[src/rtl/cpx_arb_pkg.sv]
// Shared types, defaults and helpers for the CPX per-destination arbiter.
package cpx_arb_pkg;

  localparam int CPX_NUM_SRC  = 8;
  localparam int CPX_QDEPTH   = 2;
  localparam int CPX_LOCK_TMO = 16;

  typedef enum logic {
    ST_ARB  = 1'b0,
    ST_LOCK = 1'b1
  } arb_state_e;

  // First set bit of vec[n-1:0] at or after ptr, wrapping; -1 when none set.
  function automatic int rr_first(input logic [31:0] vec, input int ptr, input int n);
    int idx;
    int res;
    res = -1;
    for (int k = 0; k < 32; k++) begin
      idx = ptr + k;
      if (idx >= n) idx = idx - n;
      if (k < n && res < 0 && vec[idx[4:0]]) res = idx;
    end
    return res;
  endfunction

endpackage

[src/rtl/cpx_arb_srcq.sv]
// Per-source request queue: QDEPTH-entry FIFO of atom bits with occupancy count.
module cpx_arb_srcq
  import cpx_arb_pkg::*;
#(
  parameter int QDEPTH = CPX_QDEPTH
) (
  input  logic rclk,
  input  logic reset,
  input  logic enq,
  input  logic enq_atom,
  input  logic deq,
  output logic head_atom,
  output logic tail_atom,
  output logic full,
  output logic empty
);

  localparam int CW = $clog2(QDEPTH + 1);

  logic [QDEPTH-1:0] atom_q, atom_d;
  logic [CW-1:0]     cnt_q, cnt_d;

  assign full      = (cnt_q == CW'(QDEPTH));
  assign empty     = (cnt_q == '0);
  assign head_atom = atom_q[0];

  always_comb begin
    tail_atom = 1'b0;
    for (int i = 0; i < QDEPTH; i++)
      if (cnt_q == CW'(i + 1)) tail_atom = atom_q[i];
  end

  // Head sits at index 0; a same-cycle dequeue shifts first so the new entry lands behind the survivors.
  always_comb begin
    atom_d = atom_q;
    cnt_d  = cnt_q;
    if (deq && !empty) begin
      atom_d = atom_q >> 1;
      cnt_d  = cnt_q - CW'(1);
    end
    if (enq && !full) begin
      for (int i = 0; i < QDEPTH; i++)
        if (cnt_d == CW'(i)) atom_d[i] = enq_atom;
      cnt_d = cnt_d + CW'(1);
    end
  end

  always_ff @(posedge rclk) begin
    if (reset) begin
      atom_q <= '0;
      cnt_q  <= '0;
    end else begin
      atom_q <= atom_d;
      cnt_q  <= cnt_d;
    end
  end

endmodule

[src/rtl/cpx_arb_ctl.sv]
// CPX per-destination round-robin arbiter with atomic-pair locking.
// Optional protocol checker on cpx_arb_err enabled by CPX_ARB_ERR_CHK_EN.
module cpx_arb_ctl
  import cpx_arb_pkg::*;
#(
  parameter int NUM_SRC = CPX_NUM_SRC,
  parameter int QDEPTH  = CPX_QDEPTH
) (
  input  logic               rclk,
  input  logic               reset,
  input  logic [NUM_SRC-1:0] scache_cpx_req_cq,
  input  logic [NUM_SRC-1:0] scache_cpx_atom_cq,
  input  logic               cpx_dest_stall_ca,
  output logic [NUM_SRC-1:0] cpx_scache_grant_ca,
  output logic [NUM_SRC-1:0] cpx_arb_sel_cx,
  output logic               cpx_arb_err
);

  localparam int PW = (NUM_SRC > 1) ? $clog2(NUM_SRC) : 1;

  logic [NUM_SRC-1:0] empty, full, head_atom, tail_atom;
  logic [NUM_SRC-1:0] grant_d, grant_q, sel_q;
  arb_state_e         state_q, state_d;
  logic [PW-1:0]      ptr_q, ptr_d, lock_src_q, lock_src_d, pick;
  logic               pick_vld;
  int                 found;

  for (genvar g = 0; g < NUM_SRC; g++) begin : g_srcq
    cpx_arb_srcq #(.QDEPTH(QDEPTH)) u_srcq (
      .rclk      (rclk),
      .reset     (reset),
      .enq       (scache_cpx_req_cq[g]),
      .enq_atom  (scache_cpx_atom_cq[g]),
      .deq       (grant_d[g]),
      .head_atom (head_atom[g]),
      .tail_atom (tail_atom[g]),
      .full      (full[g]),
      .empty     (empty[g])
    );
  end

  // Decisions use queue contents from before this edge, so a req is never granted in its own cycle.
  always_comb begin
    found      = rr_first(32'(~empty), int'(ptr_q), NUM_SRC);
    pick       = '0;
    pick_vld   = 1'b0;
    grant_d    = '0;
    state_d    = state_q;
    ptr_d      = ptr_q;
    lock_src_d = lock_src_q;
    if (!cpx_dest_stall_ca) begin
      if (state_q == ST_LOCK) begin
        if (!empty[lock_src_q]) begin
          pick_vld = 1'b1;
          pick     = lock_src_q;
        end
      end else if (found >= 0) begin
        pick_vld = 1'b1;
        pick     = PW'(found);
      end
    end
    if (pick_vld) begin
      grant_d[pick] = 1'b1;
      if (state_q == ST_LOCK) begin
        state_d = ST_ARB;
        ptr_d   = (pick == PW'(NUM_SRC - 1)) ? '0 : pick + PW'(1);
      end else if (head_atom[pick]) begin
        state_d    = ST_LOCK;
        lock_src_d = pick;
      end else begin
        ptr_d = (pick == PW'(NUM_SRC - 1)) ? '0 : pick + PW'(1);
      end
    end
  end

  always_ff @(posedge rclk) begin
    if (reset) begin
      state_q    <= ST_ARB;
      ptr_q      <= '0;
      lock_src_q <= '0;
      grant_q    <= '0;
      sel_q      <= '0;
    end else begin
      state_q    <= state_d;
      ptr_q      <= ptr_d;
      lock_src_q <= lock_src_d;
      grant_q    <= grant_d;
      sel_q      <= grant_q;
    end
  end

  assign cpx_scache_grant_ca = grant_q;
  assign cpx_arb_sel_cx      = sel_q;

`ifdef CPX_ARB_ERR_CHK_EN
  logic       err_q, err_d, tmo_hit;
  logic [4:0] tmo_cnt_q, tmo_cnt_d;

  // Stalled cycles freeze the starvation timer rather than restarting it.
  always_comb begin
    tmo_cnt_d = tmo_cnt_q;
    tmo_hit   = 1'b0;
    if (state_q == ST_LOCK && empty[lock_src_q]) begin
      if (!cpx_dest_stall_ca) begin
        if (tmo_cnt_q == '0) tmo_hit = 1'b1;
        else tmo_cnt_d = tmo_cnt_q - 5'd1;
      end
    end else begin
      tmo_cnt_d = 5'(CPX_LOCK_TMO);
    end
    err_d = err_q | tmo_hit | (|(scache_cpx_req_cq & full))
          | (|(scache_cpx_req_cq & scache_cpx_atom_cq & tail_atom));
  end

  always_ff @(posedge rclk) begin
    if (reset) begin
      err_q     <= 1'b0;
      tmo_cnt_q <= 5'(CPX_LOCK_TMO);
    end else begin
      err_q     <= err_d;
      tmo_cnt_q <= tmo_cnt_d;
    end
  end

  assign cpx_arb_err = err_q;
`else
  logic unused_chk;
  assign unused_chk  = ^{tail_atom, full};
  assign cpx_arb_err = 1'b0;
`endif

endmodule

[config.mk]
export PLATFORM = sky130hd
export DESIGN_NAME = cpx_arb_ctl
export DESIGN_NICKNAME = d
export VERILOG_FILES = /design/src/rtl/cpx_arb_pkg.sv /design/src/rtl/cpx_arb_srcq.sv /design/src/rtl/cpx_arb_ctl.sv
export SDC_FILE = /design/constraint.sdc
export NUM_CORES = 1
export LEC_CHECK = 0
export CAP_MARGIN = 10
export CORE_UTILIZATION = 50
export DETAILED_ROUTE_END_ITERATION = 16
export PLACE_DENSITY_LB_ADDON = 0.08
export REMOVE_ABC_BUFFERS = 1
export SLEW_MARGIN = 20
export SYNTH_ARGS = -nofsm -noshare
export SYNTH_HDL_FRONTEND = slang
export SYNTH_SLANG_ARGS = --single-unit
[constraint.sdc]
create_clock -name rclk -period 6.1 [get_ports rclk]
set_input_delay 1.22 -clock rclk [delete_from_list [all_inputs] [get_ports rclk]]
set_output_delay 1.22 -clock rclk [all_outputs]
set_load 0.005 [all_outputs]
# Yosys cells after proc, flatten, opt, wreduce, memory -nomap -nowiden
# Index checks and enable logic that the tools add are counted.
[word_totals]
reg_bits = 55
input_bits = 19
wordCells = 258
[classes]
addsub = 32
n_lt_le_gt_ge = 27
eq_ne = 18
n_mux = 100
bitwise_logic = 2
n_reduce_logical = 58
[op_table]
columns = ["op", "count"]
rows = [
  ["2-to-1 mux 32 bit", 16],
  ["less-than comparator 32 x 1 -> 1 bit, second input constant", 7],
  ["2-to-1 mux 2 bit", 32],
  ["less-than comparator 5 x 6 -> 1 bit, second input constant", 8],
  ["binary-select mux 1 bit (select 5 bit)", 8],
  ["subtractor 4 x 4 -> 5 bit, second input constant", 7],
  ["2-to-1 mux 1 bit", 33],
  [">= comparator 32 x 1 -> 1 bit, second input constant", 1],
  ["logical NOT 2 bit", 16],
  ["NOT 8 -> 32 bit", 1],
  [">= comparator 4 bit, second input constant", 7],
  ["logical AND 1 bit", 24],
  ["2-to-1 mux 3 bit", 7],
  ["adder 2 x 1 -> 2 bit, second input constant", 8],
  ["adder 3 x 3 -> 4 bit, second input constant", 4],
  ["equality test 2 x 1 -> 1 bit, second input constant", 8],
  ["equality test 2 bit, second input constant", 8],
  ["logical NOT 1 bit", 16],
  ["subtractor 2 x 1 -> 2 bit, second input constant", 8],
  ["adder 3 x 2 -> 4 bit, second input constant", 2],
  ["less-than comparator 3 x 4 -> 1 bit, second input constant", 2],
  ["2-to-1 mux 8 bit", 1],
  ["binary-select mux 1 bit (select 3 bit)", 2],
  ["subtractor 3 x 4 -> 5 bit, second input constant", 1],
  ["other kinds (10)", 10],
]

# Depth between registers and ports, before layout
# Gate-level depths: netlist of the first run.
[logic_depth]
depth_word = 40
mapped_depth = 22

# Hierarchy
# Synthesis of the first run repeated with hierarchy kept, for this count alone.
[unflattened]
cells_unflattened = 514
area_unflattened_um2 = 4719.5
[by_module_without_submodules]
columns = ["module", "n_inst", "cells_per_inst", "area_per_inst_um2", "seq_area_each_um2"]
rows = [
  ["cpx_arb_srcq", 8, 34, 326.6, 80.1],
  ["cpx_arb_ctl", 1, 242, 2107.0, 460.4],
]

# Worst setup path after synthesis of the first run
# Ideal clock, no wire load.
[synth_timing]
path_type = "reg-to-reg"
startpoint = "reg ptr_q[1]"
endpoint = "reg g_srcq[0].u_srcq.cnt_q[1]"
setup_time_ns = 0.130
t_arrival_ns = 4.103
required_ns = 5.970
path_slack_ns = 1.866
path_stages_with_launch = 20
period_less_slack_ns = 4.234
cell_sequence = "dfxtp_1 -> buf_4 -> buf_6 -> inv_1 -> ha_1 -> buf_4 -> mux4_2 -> mux2i_1 -> o22a_1 -> nor3_1 -> a2bb2oi_1 -> o31ai_4 -> inv_2 -> buf_6 -> or4_1 -> buf_2 -> a21oi_2 -> ha_1 -> nand3_1 -> o31ai_2"
[synth_between]
elab_chain_cells = 39
word_cells_on_any_way = 86
[synth_lines]
columns = ["item", "line", "rtl"]
rows = [
  ["start, declared", "cpx_arb_ctl.sv:24", "logic [PW-1:0] ptr_q, ptr_d, lock_src_q, lock_src_d, pick;"],
  ["start signal, assigned", "cpx_arb_ctl.sv:85", "ptr_q <= ptr_d;"],
  ["subtractor 3 x 4 -> 5 bit / >= comparator 3 x 4 -> 1 bit (equally long branches)", "cpx_arb_pkg.sv:20", "if (idx >= n) idx = idx - n;"],
  ["2-to-1 mux 32 bit", "cpx_arb_pkg.sv:20", ""],
  ["binary-select mux 1 bit (select 5 bit)", "cpx_arb_pkg.sv:21", "if (k < n && res < 0 && vec[idx[4:0]]) res = idx;"],
  ["2-to-1 mux 1 bit (not written as such)", "cpx_arb_pkg.sv:21", ""],
  ["2-to-1 mux 32 bit", "cpx_arb_pkg.sv:21", ""],
  ["less-than comparator 32 x 1 -> 1 bit", "cpx_arb_pkg.sv:21", ""],
  ["logical AND 1 bit", "cpx_arb_pkg.sv:21", ""],
  ["2-to-1 mux 32 bit", "cpx_arb_pkg.sv:21", ""],
  ["[22 not listed]", "-", ""],
  ["net pick[0]", "cpx_arb_ctl.sv:24", ""],
  ["[1 not listed]", "-", ""],
  ["logical AND 1 bit (not written as such)", "cpx_arb_ctl.sv:63", "grant_d[pick] = 1'b1;"],
  ["2-to-1 mux 1 bit (not written as such)", "cpx_arb_ctl.sv:63", ""],
  ["demux 1 bit (select 3 bit) *", "cpx_arb_ctl.sv:63", ""],
  ["2-to-1 mux 8 bit *", "cpx_arb_ctl.sv:62", "if (pick_vld) begin"],
  ["logical AND 1 bit *", "cpx_arb_srcq.sv:37", "if (deq && !empty) begin"],
  ["2-to-1 mux 2 bit *", "cpx_arb_srcq.sv:37", ""],
  ["adder 2 x 1 -> 2 bit", "cpx_arb_srcq.sv:44", "cnt_d = cnt_d + CW'(1);"],
  ["2-to-1 mux 2 bit *", "cpx_arb_srcq.sv:41", "if (enq && !full) begin"],
  ["end signal, assigned", "cpx_arb_srcq.sv:54", "cnt_q <= cnt_d;"],
  ["end, declared", "cpx_arb_srcq.sv:21", "logic [CW-1:0] cnt_q, cnt_d;"],
]
# The timed path passes the listed nets; every way through them passes the cells marked *. The select of a mux whose other input is x is not followed.
# A chain may end at the register's enable or synchronous reset.

# Final worst setup path of the first run
[layout_timing]
startpoint = "reg ptr_q[0]"
endpoint = "reg g_srcq[0].u_srcq.atom_q[1]"
[layout_between]
elab_chain_cells = 40
word_cells_on_any_way = 88
[layout_lines]
columns = ["item", "line", "rtl"]
rows = [
  ["subtractor 3 x 4 -> 5 bit / >= comparator 3 x 4 -> 1 bit (equally long branches)", "cpx_arb_pkg.sv:20", ""],
  ["2-to-1 mux 32 bit", "cpx_arb_pkg.sv:20", ""],
  ["binary-select mux 1 bit (select 5 bit)", "cpx_arb_pkg.sv:21", ""],
  ["2-to-1 mux 1 bit (not written as such)", "cpx_arb_pkg.sv:21", ""],
  ["2-to-1 mux 32 bit", "cpx_arb_pkg.sv:21", ""],
  ["less-than comparator 32 x 1 -> 1 bit", "cpx_arb_pkg.sv:21", ""],
  ["logical AND 1 bit", "cpx_arb_pkg.sv:21", ""],
  ["2-to-1 mux 32 bit", "cpx_arb_pkg.sv:21", ""],
  ["[22 not listed]", "-", ""],
  ["net pick[1]", "cpx_arb_ctl.sv:24", ""],
  ["[2 not listed]", "-", ""],
  ["2-to-1 mux 1 bit (not written as such)", "cpx_arb_ctl.sv:63", ""],
  ["demux 1 bit (select 3 bit) *", "cpx_arb_ctl.sv:63", ""],
  ["2-to-1 mux 8 bit *", "cpx_arb_ctl.sv:62", ""],
  ["logical AND 1 bit *", "cpx_arb_srcq.sv:37", ""],
  ["2-to-1 mux 2 bit", "cpx_arb_srcq.sv:37", ""],
  ["equality test 2 x 1 -> 1 bit", "cpx_arb_srcq.sv:43", "if (cnt_d == CW'(i)) atom_d[i] = enq_atom;"],
  ["2-to-1 mux 1 bit", "cpx_arb_srcq.sv:43", ""],
  ["2-to-1 mux 2 bit *", "cpx_arb_srcq.sv:41", ""],
  ["end signal, assigned", "cpx_arb_srcq.sv:53", "atom_q <= atom_d;"],
  ["end, declared", "cpx_arb_srcq.sv:20", "logic [QDEPTH-1:0] atom_q, atom_d;"],
]
# Marked as above.

==> metrics.txt, run 1 <==
CTS buffer count 5; post-synthesis cell count 462; Critical Path Start ptr_q[0]; Final Hold Fails 0; Routed Antenna Nets 0; area grow syn2layout 10.98%; Tmin final 4974 ps; 1st-iter DRT viols 223; proportion of power drawn by the clock network 0.080; I/O pin count 36; grt ovf 0; Vias/cell 5.895; TritonRoute pass-1 iters 4; CP endpoint kind flop; CTS tree yes; Die ar. 0.008779 mm^2; Total GRT Usage 0.2263; Gate power share 0.723; post-synthesis instance area 0.004204 mm^2; area of the multi-input gates 0.002841 mm^2; first-pass GRT wire length 15.79 mm; Hold WS 469.5 ps; H-tree depth 2; Psw 1326 uW; Max IR drop VDD 0.2459 mV; final wirelength 9.251 mm; Crit-path slowest cell or4_1; Avg Synthesized Cell Area 9.100 um^2; switching part of the total 0.4894; wire length per cell 15.71 um; Setup TNS Final 0 ps; ant diodes 0; CTS-repair resized insts 0; Crit path arrival time 5160 ps; Final setup viols 0; sum of buffers and inverters on the critical path 3; Critical Path Fanout Max 21; status finished clean; DP Area 0.004569 mm^2; CP dominant cell by count ha_1; required time worst endpoint 6290 ps; delay of the slowest critical-path stage 670 ps; DR vias 3472; Hold Crit Class reg -> reg; CTS Hold Bufs 0; nets 540; ys async rst share 0; vias in the first global route 3237; Clock Skews 13.41 ps; commonest non-fill, non-tap cell in the layout dfxtp_1; design area 0.004666 mm^2; clock sink count 55; ys flop type dfxtp_1; worst r2r src ptr_q[0]; Core Region 0.008175 mm^2; largest net degree at the start of global routing 57; clk slew on worst S/H paths 110 ps; Port Buffers 34; die extent in y 93.70 um; leak pwr 0.001764 uW; max-slew violations 0; register area share after synthesis 0.2619; GP Congestion 0.8568; HPWL Detailed 6.805 mm; Slew HR 0.3930; number of post-CTS setup repair buffers 0; initial antenna violation count 0; crit-path cells buf_4 > inv_2 > ha_1 > mux4_2 > mux2_4 > and3_4 > o221ai_2 > a32oi_1 > o31ai_4 > inv_4 > or4_1 > a21oi_2 > ha_1 > nand2_1 > nand3_1 > a21oi_1; EDFF count, synth 0; CTS Buffer Depth 2; Worst-Skew Late Latency 320 ps; RSZ-0062 raised after global routing false; Reg area 0.001101 mm^2; Fillers 755; Worst Tran Pin Value 910.5 ps; Rows 33; Final WS setup 1126 ps; Initial Util 0.5142; final worst-path cycle share 0.8155; DRC Markers 0; Synth cell types 69; most frequent cells in the layout dfxtp_1 (55), nor2_1 (43), ha_1 (38); Cell Pwr Density 581.0 mW/mm^2; Max Clk Rate 201.0 MHz; synth warn 0; sequential power share 0.197; share of cells above drive strength 1 0.1322; Pint 1384 uW; Yosys reg bits 55; pre-CTS setup slack 1149 ps; type of origin of the critical path flop; Die W 93.70 um; CP top delay family compound AO/OA/AOI/OAI gates; Design Power 2711 uW; Hold Path Origin cpx_scache_grant_ca[5]; MaxCap Viol Count 0; Root Buffer clkbuf_8; WS Path Type reg -> reg
==> power by group through the flow <==
stage	clock network [uW]	logic, uW	registers, uW
finish	218	1960	534
floorplan	0	1500	545
global placement	0	1920	541
detailed placement	0	1930	542
CTS	225	1940	534
global route	238	2180	546
==> synth_stat cells, drive strengths merged, types with 7 or more instances <==
library cell / instances / share of area
dfxtp: 55 / 0.26
nor2: 44 / 0.040
ha: 38 / 0.11
inv: 34 / 0.031
nand2: 32 / 0.029
nand3: 21 / 0.025
nor2b: 20 / 0.030
a21oi: 18 / 0.022
mux4: 17 / 0.091
mux2i: 16 / 0.038
xnor2: 16 / 0.035
a211oi: 14 / 0.025
buf: 13 / 0.021
mux2: 13 / 0.037
clkbuf: 11 / 0.0098
nor3: 11 / 0.014
o31ai: 8 / 0.022
and2: 7 / 0.011
==> cells by family after synthesis <==
| kind of cell | share of synthesized area |
|---|---|
| and+or+nand+nor | 0.1914 |
| other | 0.0008920 |
| buffers and inverters | 0.06220 |
| muxes | 0.1667 |
| adders and majority gates | 0.1131 |
| DFF | 0.2619 |
| xor gates and xnor gates | 0.04137 |
| AOI/OAI and AO/OA | 0.1625 |
==> path summary, 6_finish.rpt <==
check	end	slack, ps	depth (start not counted)
setup / recovery	g_srcq[0].u_srcq.atom_q[1]	1130	16
hold / removal	cpx_arb_sel_cx[5]	470	1
setup reg to reg	g_srcq[0].u_srcq.atom_q[1]	1130	16
hold reg to reg	cpx_arb_sel_cx[5]	470	1
==> sequential cells by signal, indices dropped and copies added, names as in the netlist <==
signal	cells
lock_src_q	3
ptr_q	3
state_q	1
g_srcq.u_srcq.cnt_q	16
cpx_arb_sel_cx	8
cpx_scache_grant_ca	8
g_srcq.u_srcq.atom_q	16
==> per-layer routing <==
| metal | track usage | wire length, um | part of all wire | vias to the layer above |
|---|---|---|---|---|
| met4 | 0.05000 | 118 | 0.013 | 0 |
| met5 | 0 | 0 | 0 | - |
| li1 | - | - | - | 1705 |
| met3 | 0.03398 | 490 | 0.053 | 12 |
| met1 | 0.3185 | 4308 | 0.47 | 1655 |
| met2 | 0.3650 | 4334 | 0.47 | 100 |
==> per-stage QoR <==
step                      instances    util
after global placement          581  0.5589
after detailed placement        581  0.5589
after CTS                       589  0.5707
final                           589  0.5707
after floorplan                 438       -
after global routing            589  0.5707
==> cell type report <==
type	count	area share
inverters	34	0.02789
clock buffers	5	0.01475
multi-input cells	349	0.6090
well taps	105	0.02816
flip-flops and latches	55	0.2360
repair buffers	38	0.07831
clock inverters	3	0.005900
(Power assumes the default switching activity.)
==> inputs of run 2 (changes only) <==
==> constraint.sdc (replaced) <==
create_clock -name rclk -period 5 [get_ports rclk]
set_input_delay 1 -clock rclk [delete_from_list [all_inputs] [get_ports rclk]]
set_output_delay 1 -clock rclk [all_outputs]
set_load 0.005 [all_outputs]
==> metrics.txt, run 2 (synthesis results as in run 1) <==
Hold WS 470.2 ps; grt ovf 0; Clock Skews 12.75 ps; first-pass GRT wire length 15.55 mm; final wirelength 9.368 mm; share of cells above drive strength 1 0.1376; H-tree depth 2; worst r2r src ptr_q[0]; Critical Path Start ptr_q[0]; Rows 33; MaxCap Viol Count 0; ant diodes 0; Crit path arrival time 4820 ps; Final Util 0.5735; Routed Antenna Nets 0; Crit-path slowest cell or4_1; Die W 93.70 um; TritonRoute pass-1 iters 5; CTS-repair resized insts 0; number of post-CTS setup repair buffers 0; CTS tree yes; Root Buffer clkbuf_8; Setup TNS Final 0 ps; initial antenna violation count 0; Crit Reg-Reg Endpoint g_srcq[0].u_srcq.atom_q[1]; commonest non-fill, non-tap cell in the layout dfxtp_1; Critical Path Fanout Max 12; Tmin final 4629 ps; Final setup viols 0; clk slew on worst S/H paths 110 ps; max-slew violations 0; delay of the slowest critical-path stage 670 ps; Worst setup endpoint g_srcq[0].u_srcq.atom_q[1]; most frequent cells in the layout dfxtp_1 (55), nor2_1 (43), ha_1 (38); Slew HR 0.4672; I/O pin count 36; vias in the first global route 3162; CP dominant cell by count ha_1; CTS buffer count 5; required time worst endpoint 5190 ps; status finished clean; R2R Setup Slk 370 ps; crit-path cells inv_2 > ha_1 > mux4_2 > mux2_4 > and3_4 > o221ai_2 > a32oi_1 > o31ai_4 > inv_4 > or4_1 > a21oi_2 > ha_1 > nand2_1 > nand3_1 > a21oi_1; 1st-iter DRT viols 231; Port Buffers 34; Fillers 746; CP endpoint kind flop; clock sink count 55; DRC Markers 0; nets 543; die extent in y 93.70 um; CTS Hold Bufs 0; Core Region 0.008175 mm^2; HPWL Detailed 6.905 mm; DR vias 3441; Worst Tran Pin Value 798.1 ps; Final Hold Fails 0; GP Congestion 0.9177; RSZ-0062 raised after global routing false; type of origin of the critical path flop; final worst-path cycle share 0.9257; Cell Pwr Density 708.3 mW/mm^2; Hold Crit Class reg -> reg; wire length per cell 15.82 um; Die ar. 0.008779 mm^2; Initial Util 0.5142; Vias/cell 5.813; Total GRT Usage 0.2233; top flop regs g_srcq.u_srcq.atom_q x16, g_srcq.u_srcq.cnt_q x16; leak pwr 0.001779 uW; area grow syn2layout 11.52%; WS Path Type reg -> reg; Worst-Skew Late Latency 320 ps; Max IR drop VDD 0.2739 mV; largest net degree at the start of global routing 57; R2R depth 15; Max Clk Rate 216.0 MHz; CTS Buffer Depth 2
## run 2: worst min path at each step
stage                                     from  depth (start not counted)  slack [ps]                         end
floorplan           g_srcq[0].u_srcq.atom_q[1]                          2         440  g_srcq[0].u_srcq.atom_q[1]
global placement        cpx_scache_grant_ca[4]                          1         450           cpx_arb_sel_cx[4]
detailed placement      cpx_scache_grant_ca[2]                          1         450           cpx_arb_sel_cx[2]
CTS                 g_srcq[5].u_srcq.atom_q[1]                          2         470  g_srcq[5].u_srcq.atom_q[1]
global route            cpx_scache_grant_ca[7]                          1         490           cpx_arb_sel_cx[7]
finish                  cpx_scache_grant_ca[7]                          1         470           cpx_arb_sel_cx[7]
## run 2: metrics by stage
step / cell area (um^2) / total power, uW / instances / worst slack [ps]
final: 4688 / 3321 / 592 / 371.3
after floorplan: 4073 / 2496 / 438 / 288.6
after global placement: 4592 / 3008 / 584 / 562.4
after global routing: 4688 / 3615 / 592 / 81.72
after CTS: 4688 / 3322 / 592 / 399.4
after detailed placement: 4592 / 3048 / 584 / 397.8
## run 2: per-layer routing
metal,track usage,part of all wire
met3,0.02670,0.042
met4,0.05641,0.014
met1,0.3078,0.46
met2,0.3698,0.48
met5,0,0
## run 2: where the power goes
| part | internal (uW) | switching [uW] | total, uW |
|---|---|---|---|
| sequential | 567 | 87.4 | 654 |
| combinational | 1030 | 1370 | 2400 |
| clock | 103 | 164 | 267 |
| total | 1700 | 1620 | 3320 |
## run 2: final cells by class
| cell class | instances | area, um^2 | area share |
|---|---|---|---|
| well taps | 105 | 131.4 | 0.02802 |
| repair buffers | 41 | 387.9 | 0.08273 |
| flip-flops and latches | 55 | 1101 | 0.2349 |
| multi-input cells | 349 | 2841 | 0.6061 |
| clock inverters | 3 | 27.53 | 0.005871 |
| clock buffers | 5 | 68.82 | 0.01468 |
| inverters | 34 | 130.1 | 0.02776 |
## run 2: critical path: cells and delay by family (launching register included)
kind	cells	cell delay, ps
compound gates	5	1160
fa+ha+maj	2	810
buf+inv	2	230
flops	1	360
mux	2	930
simple gates	4	1010
